[config.mk]
export PLATFORM = sky130hd
export DESIGN_NAME = period_meter_mc
export DESIGN_NICKNAME = d
export VERILOG_FILES = /design/src/rtl/period_meter_pkg.sv /design/src/rtl/period_meter_mc_chan.sv /design/src/rtl/period_meter_mc.sv
export SDC_FILE = /design/constraint.sdc
export NUM_CORES = 1
export LEC_CHECK = 0
export ABC_AREA = 1
export BUFFER_PORTS_ARGS = -buffer_cell sky130_fd_sc_hd__clkbuf_2
export CAP_MARGIN = 15
export CORE_AREA = 3 3 159 161
export CTS_CLUSTER_DIAMETER = 150
export DETAILED_ROUTE_END_ITERATION = 8
export DIE_AREA = 0 0 162 164
export GPL_TIMING_DRIVEN = 0
export PLACE_DENSITY_LB_ADDON = 0.15
export SLEW_MARGIN = 20
export SYNTH_ARGS = -nofsm -noshare
export SYNTH_HDL_FRONTEND = slang
export SYNTH_SLANG_ARGS = --single-unit
[constraint.sdc]
create_clock -name clk -period 2.7 [get_ports clk]
set_input_delay 0.27 -clock clk [delete_from_list [all_inputs] [get_ports clk]]
set_output_delay 0.27 -clock clk [all_outputs]
set_load 0.02 [all_outputs]
[src/rtl/period_meter_pkg.sv]
// Shared types and helpers for the multi-channel period meter.
package period_meter_pkg;

  localparam int unsigned MAX_W = 32;

  localparam int unsigned EDGE_RISE = 0;
  localparam int unsigned EDGE_FALL = 1;
  localparam int unsigned EDGE_BOTH = 2;

  typedef enum logic [1:0] {
    ST_IDLE  = 2'd0,
    ST_RUN   = 2'd1,
    ST_STALE = 2'd2
  } chan_state_e;

  typedef struct packed {
    logic valid;
    logic stale;
    logic armed;
  } chan_flags_t;

  // Increment that sticks at lim instead of wrapping.
  function automatic logic [MAX_W-1:0] sat_inc(input logic [MAX_W-1:0] v,
                                               input logic [MAX_W-1:0] lim);
    return (v >= lim) ? lim : v + MAX_W'(1);
  endfunction

endpackage

[src/rtl/period_meter_mc_chan.sv]
// One measurement channel: synchronizer, edge detect, tick timer, FSM and output registers.
module period_chan
  import period_meter_pkg::*;
#(
  parameter int unsigned W         = 16,
  parameter int unsigned TIMEOUT   = 1000,
  parameter int unsigned EDGE_MODE = EDGE_RISE
) (
  input  logic         clk,
  input  logic         rst,
  input  logic         ce_i,
  input  logic         sig_i,
  output logic [W-1:0] period_o,
  output chan_flags_t  flags_o
);

  localparam logic [W-1:0] CNT_MAX   = '1;
  localparam logic [W-1:0] TIMEOUT_W = W'(TIMEOUT);

  logic        sync1_q, sync2_q, dly_q, edge_q;
  logic        edge_c;

  chan_state_e state_q, state_d;
  logic [W-1:0] t_q, t_d;
  logic [W-1:0] period_q, period_d;
  logic        valid_q, valid_d;
  logic        stale_q, stale_d;
  logic        armed_q, armed_d;
  logic [W-1:0] t_inc_c;
  logic [W-1:0] measured_c;

  // Edge qualification on the synchronized input.
  always_comb begin
    edge_c = 1'b0;
    if (EDGE_MODE == EDGE_RISE) begin
      edge_c = sync2_q & ~dly_q;
    end else if (EDGE_MODE == EDGE_FALL) begin
      edge_c = ~sync2_q & dly_q;
    end else begin
      edge_c = sync2_q ^ dly_q;
    end
  end

  // Input pipeline: two sync stages, delay stage, registered edge pulse.
  always_ff @(posedge clk) begin
    if (rst) begin
      sync1_q <= 1'b0;
      sync2_q <= 1'b0;
      dly_q   <= 1'b0;
      edge_q  <= 1'b0;
    end else begin
      sync1_q <= sig_i;
      sync2_q <= sync1_q;
      dly_q   <= sync2_q;
      edge_q  <= edge_c;
    end
  end

  // A tick coinciding with the edge closes the current period.
  always_comb begin
    t_inc_c    = W'(sat_inc(MAX_W'(t_q), MAX_W'(CNT_MAX)));
    measured_c = ce_i ? t_inc_c : t_q;
  end

  always_comb begin
    state_d  = state_q;
    t_d      = t_q;
    period_d = period_q;
    valid_d  = 1'b0;
    stale_d  = stale_q;
    armed_d  = armed_q;
    case (state_q)
      ST_IDLE: begin
        if (edge_q) begin
          state_d = ST_RUN;
          armed_d = 1'b1;
          t_d     = '0;
        end
      end
      ST_RUN: begin
        if (edge_q) begin
          period_d = measured_c;
          valid_d  = 1'b1;
          t_d      = '0;
        end else if (ce_i) begin
          t_d = t_inc_c;
          if (t_inc_c >= TIMEOUT_W) begin
            state_d  = ST_STALE;
            stale_d  = 1'b1;
            period_d = '0;
            armed_d  = 1'b0;
            t_d      = '0;
          end
        end
      end
      ST_STALE: begin
        // Timer is parked at zero; the re-arming edge starts a fresh interval.
        if (edge_q) begin
          state_d = ST_RUN;
          stale_d = 1'b0;
          armed_d = 1'b1;
          t_d     = '0;
        end
      end
      default: begin
        state_d = ST_IDLE;
      end
    endcase
  end

  always_ff @(posedge clk) begin
    if (rst) begin
      state_q  <= ST_IDLE;
      t_q      <= '0;
      period_q <= '0;
      valid_q  <= 1'b0;
      stale_q  <= 1'b0;
      armed_q  <= 1'b0;
    end else begin
      state_q  <= state_d;
      t_q      <= t_d;
      period_q <= period_d;
      valid_q  <= valid_d;
      stale_q  <= stale_d;
      armed_q  <= armed_d;
    end
  end

  assign period_o = period_q;
  assign flags_o  = '{valid: valid_q, stale: stale_q, armed: armed_q};

endmodule

[src/rtl/period_meter_mc.sv]
// Multi-channel period meter: CH independent channels sharing clk, rst and the ce timebase.
module period_meter_mc
  import period_meter_pkg::*;
#(
  parameter int unsigned CH        = 4,
  parameter int unsigned W         = 16,
  parameter int unsigned TIMEOUT   = 1000,
  parameter int unsigned EDGE_MODE = EDGE_RISE
) (
  input  logic            clk,
  input  logic            rst,
  input  logic            ce,
  input  logic [CH-1:0]   sig,
  output logic [CH*W-1:0] period,
  output logic [CH-1:0]   valid,
  output logic [CH-1:0]   stale,
  output logic [CH-1:0]   armed
);

  for (genvar i = 0; i < CH; i++) begin : g_chan
    chan_flags_t flags;

    period_chan #(
      .W        (W),
      .TIMEOUT  (TIMEOUT),
      .EDGE_MODE(EDGE_MODE)
    ) u_chan (
      .clk     (clk),
      .rst     (rst),
      .ce_i    (ce),
      .sig_i   (sig[i]),
      .period_o(period[i*W +: W]),
      .flags_o (flags)
    );

    assign valid[i] = flags.valid;
    assign stale[i] = flags.stale;
    assign armed[i] = flags.armed;
  end

endmodule

==> results of run 1 <==
## logic make-up after synthesis
| family | after synthesis | synth area share (%) |
|---|---|---|
| AOI/OAI and AO/OA | 234 | 14.1 |
| buffers and inverters | 209 | 10.2 |
| adders and majority gates | 4 | 0.567 |
| DFF | 164 | 37.2 |
| and+or+nand+nor | 711 | 35.8 |
| xor gates and xnor gates | 22 | 2.18 |
## final cells by class
| class | count | area (um2) |
|---|---|---|
| inverters | 139 | 524 |
| repair buffers | 88 | 458 |
| clock buffers | 17 | 425 |
| plain buffers | 70 | 374 |
| fillers | 2645 | 13700 |
| multi-input cells | 971 | 4730 |
| flip-flops and latches | 164 | 3290 |
| well taps | 324 | 405 |
| clock inverters | 15 | 219 |
## worst max-delay path, delay by kind of cell (launching register included)
kind	cells	cell delay, ns
fa+ha+maj	1	0.28
flops	1	0.42
simple gates	9	1.06
buf+inv	3	0.54
compound gates	1	0.07
## final timing paths
| kind | startpoint | to | slack, ns | depth (start not counted) |
|---|---|---|---|---|
| setup / recovery | g_chan[2].u_chan.t_q[1] | g_chan[2].u_chan.period_o[15] | 0.20 | 14 |
| hold / removal | sig[3] | g_chan[3].u_chan.sync1_q | 0.01 | 3 |
| setup reg to reg | g_chan[2].u_chan.t_q[1] | g_chan[2].u_chan.period_o[15] | 0.20 | 14 |
| hold reg to reg | g_chan[1].u_chan.dly_q | g_chan[1].u_chan.edge_q | 0.39 | 1 |
## layout by cell type (no fill, tap or decap), types with 2 or more instances in the layout
cell / Yosys / final
clkinvlp_4: 0 / 2
nand3_1: 125 / 119
xor2_1: 18 / 18
nand3_2: 4 / 8
nand4_1: 25 / 25
clkbuf_16: 0 / 17
nor3_1: 36 / 36
nor2_1: 171 / 167
buf_1: 7 / 7
nor3_2: 3 / 3
nand2_4: 2 / 3
o211ai_1: 21 / 21
buf_4: 15 / 22
nor2_2: 30 / 33
o22ai_1: 4 / 4
clkbuf_1: 41 / 41
or2_2: 2 / 2
inv_6: 0 / 4
buf_6: 5 / 5
inv_1: 129 / 129
xnor2_1: 4 / 4
bufinv_16: 0 / 4
inv_2: 7 / 7
clkinv_1: 2 / 2
o31ai_1: 2 / 2
o21ai_0: 54 / 54
ha_1: 4 / 2
clkbuf_2: 1 / 82
nand2_2: 6 / 5
a21oi_1: 145 / 145
inv_8: 0 / 2
nor2_4: 4 / 5
nand3_4: 2 / 4
dfxtp_2: 0 / 3
dfxtp_1: 164 / 161
clkinv_4: 0 / 3
o21ai_1: 4 / 4
nand2_1: 299 / 299
## report_power, final
part | switching (mW) | total (mW) | internal, mW
clock network | 1.14 | 2.72 | 1.58
registers | 0.0233 | 2.47 | 2.45
logic | 0.281 | 0.380 | 0.0993
## layer usage
metal / share of wire, % / global-route usage [%]
met1: 48 / 27.4
met2: 45 / 32.2
met3: 5.5 / 3.46
met4: 1.9 / 6.82
met5: 0 / 0
## stage by stage
| stage | power (mW) | utilization, % |
|---|---|---|
| 2_1_floorplan | 2.78 | - |
| 3_5_place_dp | 2.91 | 40.0 |
| 3_3_place_gp | 2.91 | 40.0 |
| 5_1_grt | 5.77 | 43.2 |
| 6_report | 5.58 | 43.2 |
| 4_1_cts | 5.62 | 42.7 |
## sequential cells by signal, indices dropped and copies added (netlist names)
| name | count |
|---|---|
| g_chan.u_chan.armed_q | 4 |
| g_chan.u_chan.dly_q | 4 |
| g_chan.u_chan.edge_q | 4 |
| g_chan.u_chan.period_o | 64 |
| g_chan.u_chan.stale_q | 4 |
| g_chan.u_chan.state_q | 8 |
| g_chan.u_chan.sync1_q | 4 |
| g_chan.u_chan.sync2_q | 4 |
| g_chan.u_chan.t_q | 64 |
| g_chan.u_chan.valid_q | 4 |
## timing repair
action                                  CTS  global route
hold buffers                              0             0
pin swaps                                 0             2
buffers inserted                          2             5
endpoints found under the setup margin   10            71
gates resized for setup                   0            20
==> metrics.txt, run 1 <==
status complete, no violations; Final Cycle Share 92.6%; total gr overflow 0; Setup CP Type reg2reg; worst-case clock buffer depth 2; final hold vios 0; Port Buffers 81; fin worst setup slack 0.199 ns; Tot GR Track Use 20.0%; fmax 400 MHz; most frequent cell after synthesis nand2_1; Area after DPL 0.00964 mm2; die footprint 0.0266 mm2; wire per inst 14.9 um; post-synthesis area per instance 6.57 um2; Tmin final 2.50 ns; Area Overhead vs Synth 18.0%; H-tree depth 4; DIE WIDTH 162 um; static leakage ~4.2 nW; initial antenna violation count 0; Non-Filler Instances between 1500 and 2000; largest fanout on the critical path 10; sequential area share after synthesis 37.2%; layout cell share with drive strength beyond 1 15.0%; Setup crit end kind flop; 1st-iter DRT viols 724; Primary FF master, synth dfxtp_1; synth warn 0; Initial Util around 37%; antenna viol nets, final 0; EDFF count, synth 0; HPWL Detailed 19.6 mm; placed insts between 1500 and 2000; TNS Setup 0 ns; Slew Limit Headroom ~47%; commonest cells in the netlist 299 x nand2_1, 171 x nor2_1, 164 x dfxtp_1; area leader, netlist dfxtp_1; Max Slew Vio Count 0; clock latency on the worst-skew pair between 0.4 and 0.5 ns; final wirelength around 27 mm; top cells by area, synth dfxtp_1 37%, nand2_1 13%, a21oi_1 8.2%; crit-path cells ha_2, nand3_2, inv_1, nand4_1, buf_4, nand3_1, nor2_1, nand2_1, nor2_1, nand2_1, nand2_4, buf_6, nand3_1, a21oi_1; Max-Cap Viols 0; top cell type's share of synthesized area approximately 37%; Root Buffer Master clkbuf_16; hold_ws 0.0112 ns; Slew @ Worst Pin 0.790 ns; Power Dens Cells 535 mW/mm2; drt pass-1 iters 5; total CTS buffers 17; Sink Count 164; via count 8869; vias per cell roughly 5; final setup fails 0; drt drc 0; GPL Wtd Cong ~0.93; I/O pin count between 80 and 90; Die Y 164 um; post-synthesis cell area 0.00883 mm2; Hold Path Class in2reg; first-pass GRT wire length about 43 mm; Slowest-stage cell, CP dfxtp_1; Worst Skew between 0.01 and 0.015 ns; clock slew at reported path FFs roughly 0.070 ns; IR drop worst, VDD 343 uV; WP data required about 3.0 ns; post-synthesis register bit count 164; post-synthesis cell type count 39; Core Area 0.0241 mm2; Synth async-reset ratio 0%; Worst setup SP type flop; syn nets 1355; diode count 0; Critical Path Max Stage Delay 0.42 ns; CP Data Arrival Time between 2 and 3 ns; fin area 0.0104 mm2; CTS tree yes; largest net degree at the start of global routing 17; vias in the first global route 8271; number of nets in the layout 1462; # rows 57; Syn Inst Count 1344; Placement Setup Slack -0.0752 ns
No activity file was read; power rests on OpenSTA's default activity.
==> inputs of run 2 (changes only) <==
PLACE_DENSITY = 0.52   (was default)
PLACE_DENSITY_LB_ADDON = default   (was 0.15)
==> run 2 against run 1 <==
Effect of this change:
- worst setup slack got worse by 0.0039 ns
- sequential power about the same
- via count fell by 0.89%
- combinational power hardly changed
- critical path depth up 1
- routed wire length is 0.80% higher
- design area decreased by 0.61%
- non-clock buffer count fell by 2
- critical endpoint unchanged
- core utilization is 0.26 points lower
- sequential share of layout area grew 0.16 points
- global-route usage is 0.48 points higher
==> metrics.txt, run 2 (synthesis results as in run 1) <==
Max Slew Vio Count 0; vias per cell between 4 and 5; # rows 57; Setup crit end kind flop; Area after DPL 0.00964 mm2; via count about 9000; Max-Cap Viols 0; Port Buffers 81; clock latency on the worst-skew pair 0.44 ns; Critical Path Max Stage Delay 0.42 ns; number of nets in the layout 1460; Worst setup SP type flop; Slew @ Worst Pin just under 0.8 ns; Sink Count 164; CP Data Arrival Time 2.79 ns; worst r2r src g_chan[2].u_chan.t_q[1]; final wirelength 26.9 mm; DIE WIDTH approximately 160 um; total CTS buffers 17; Slew Limit Headroom 48.0%; # hold bufs at CTS 0; Power Dens Cells ~520 mW/mm2; Flop pwr share between 40% and 50%; Reg2Reg Setup Slack 0.19 ns; Final Cycle Share 92.8%; HPWL Detailed approximately 20 mm; CTS tree yes; first-pass GRT wire length around 44 mm; fin area 0.0104 mm2; drt drc 0; Initial Util 36.6%; most frequent cells in the layout 299 x nand2_1, 168 x nor2_1, 164 x dfxtp_1, 145 x a21oi_1, 129 x inv_1; Root Buffer Master clkbuf_16; P_sw between 1 and 1.5 mW; status complete, no violations; Tmin final 2.51 ns; antenna viol nets, final 0; drt pass-1 iters 5; filler cell count 2667; Clk pwr share 47.2%; wire per inst 15.0 um; Reg2Reg Depth 15; reg-to-reg critical path endpoint g_chan[2].u_chan.period_o[15]; Hold Path Class in2reg; largest net degree at the start of global routing 17; hold path startpoint sig[3]; Core Area 0.0241 mm2; Finished Core Util 43.0%; hold endpoint g_chan[3].u_chan.sync1_q; Crit. Startpoint g_chan[2].u_chan.t_q[1]; met1 Usage GRT between 20% and 30%; IR drop worst, VDD 359 uV; initial antenna violation count 0; Tot GR Track Use 20.5%; worst-case clock buffer depth 2; GPL Wtd Cong ~0.90; vias in the first global route about 8300; total gr overflow 0; final setup fails 0; Area Overhead vs Synth 17.3%; Die Y 164 um; Worst Skew 0.0133 ns; GR Util met2 33.5%; TNS Setup 0 ns; combinational power share 7.0%; GR Layer Usage met3 3.63%; Placement Setup Slack -0.0833 ns; switching share of power 25.7%; static leakage 4.21 nW; 1st-iter DRT viols between 600 and 700; die footprint approximately 0.027 mm2; Hold Path Stages 3; busiest grt layer met2; Int Pwr 4.02 mW; final hold vios 0; H-tree depth 4; clock slew at reported path FFs 0.07 ns; Slowest-stage cell, CP dfxtp_1; WP data required 2.99 ns; I/O pin count 83; fmax 399 MHz; diode count 0; layout cell share with drive strength beyond 1 14.4%; largest fanout on the critical path 10; commonest non-fill, non-tap cell in the layout nand2_1; fin worst setup slack 0.195 ns; Setup CP Type reg2reg; crit-path cells ha_1, nand3_2, inv_1, nand4_1, buf_4, buf_4, nand3_1, nor2_1, nand2_1, nor2_1, nand2_1, nand2_4, buf_6, nand3_1, a21oi_1
==> run 2: what timing repair did <==
| action | in CTS | in global routing |
|---|---|---|
| resized for setup | 0 | 14 |
| setup buffers | 2 | 3 |
| endpoints found under the setup margin | 10 | 63 |
| gates cloned | 0 | 0 |
| pin swaps | 0 | 3 |
==> run 2: cell type report <==
type	instances	area, um2	area share, %
well taps	324	405	3.91
plain buffers	70	378	3.65
clock inverters	14	174	1.68
inverters	139	524	5.06
flip-flops and latches	164	3280	31.7
repair buffers	86	455	4.40
clock buffers	18	429	4.14
multi-input cells	971	4710	45.5
==> run 2: critical path: cells and delay by family (launching register included) <==
family	cells	cell delay, ns
simple gates	9	0.93
flops	1	0.42
compound gates	1	0.07
fa+ha+maj	1	0.30
buf+inv	4	0.62
==> run 2: how the worst max path moves through the flow <==
stage	end	cells past startpoint
final	g_chan[2].u_chan.period_o[15]	15
after global routing	g_chan[2].u_chan.period_o[5]	15
after CTS	g_chan[3].u_chan.period_o[14]	13
after detailed placement	g_chan[2].u_chan.period_o[15]	13
after global placement	g_chan[2].u_chan.period_o[15]	13
after floorplan	g_chan[1].u_chan.period_o[10]	13
==> run 2: per-stage QoR <==
stage / hold slack, ns / std cells / power (mW)
4_1_cts: 0.0281 / 1783 / 5.45
3_3_place_gp: 0.376 / 1749 / 2.90
5_1_grt: 0.0401 / 1786 / 5.59
3_5_place_dp: 0.377 / 1749 / 2.91
2_1_floorplan: 0.373 / 1344 / 2.78
6_report: 0.0379 / 1786 / 5.40
==> run 2: layer usage <==
metal	share of wire (%)	vias to the layer above	wire length, um
li1	-	4576	-
met1	48	3961	13000
met2	45	227	12200
met3	4.9	26	1320
met4	1.3	0	336
met5	0	-	0
==> run 2: power by group through the flow <==
stage               Clock [mW]  Combinational (mW)  Sequential [mW]
finish                    2.55               0.379             2.47
global route              2.69               0.422             2.47
CTS                       2.60               0.380             2.47
detailed placement           0               0.379             2.53
global placement             0               0.377             2.53
floorplan                    0               0.253             2.53
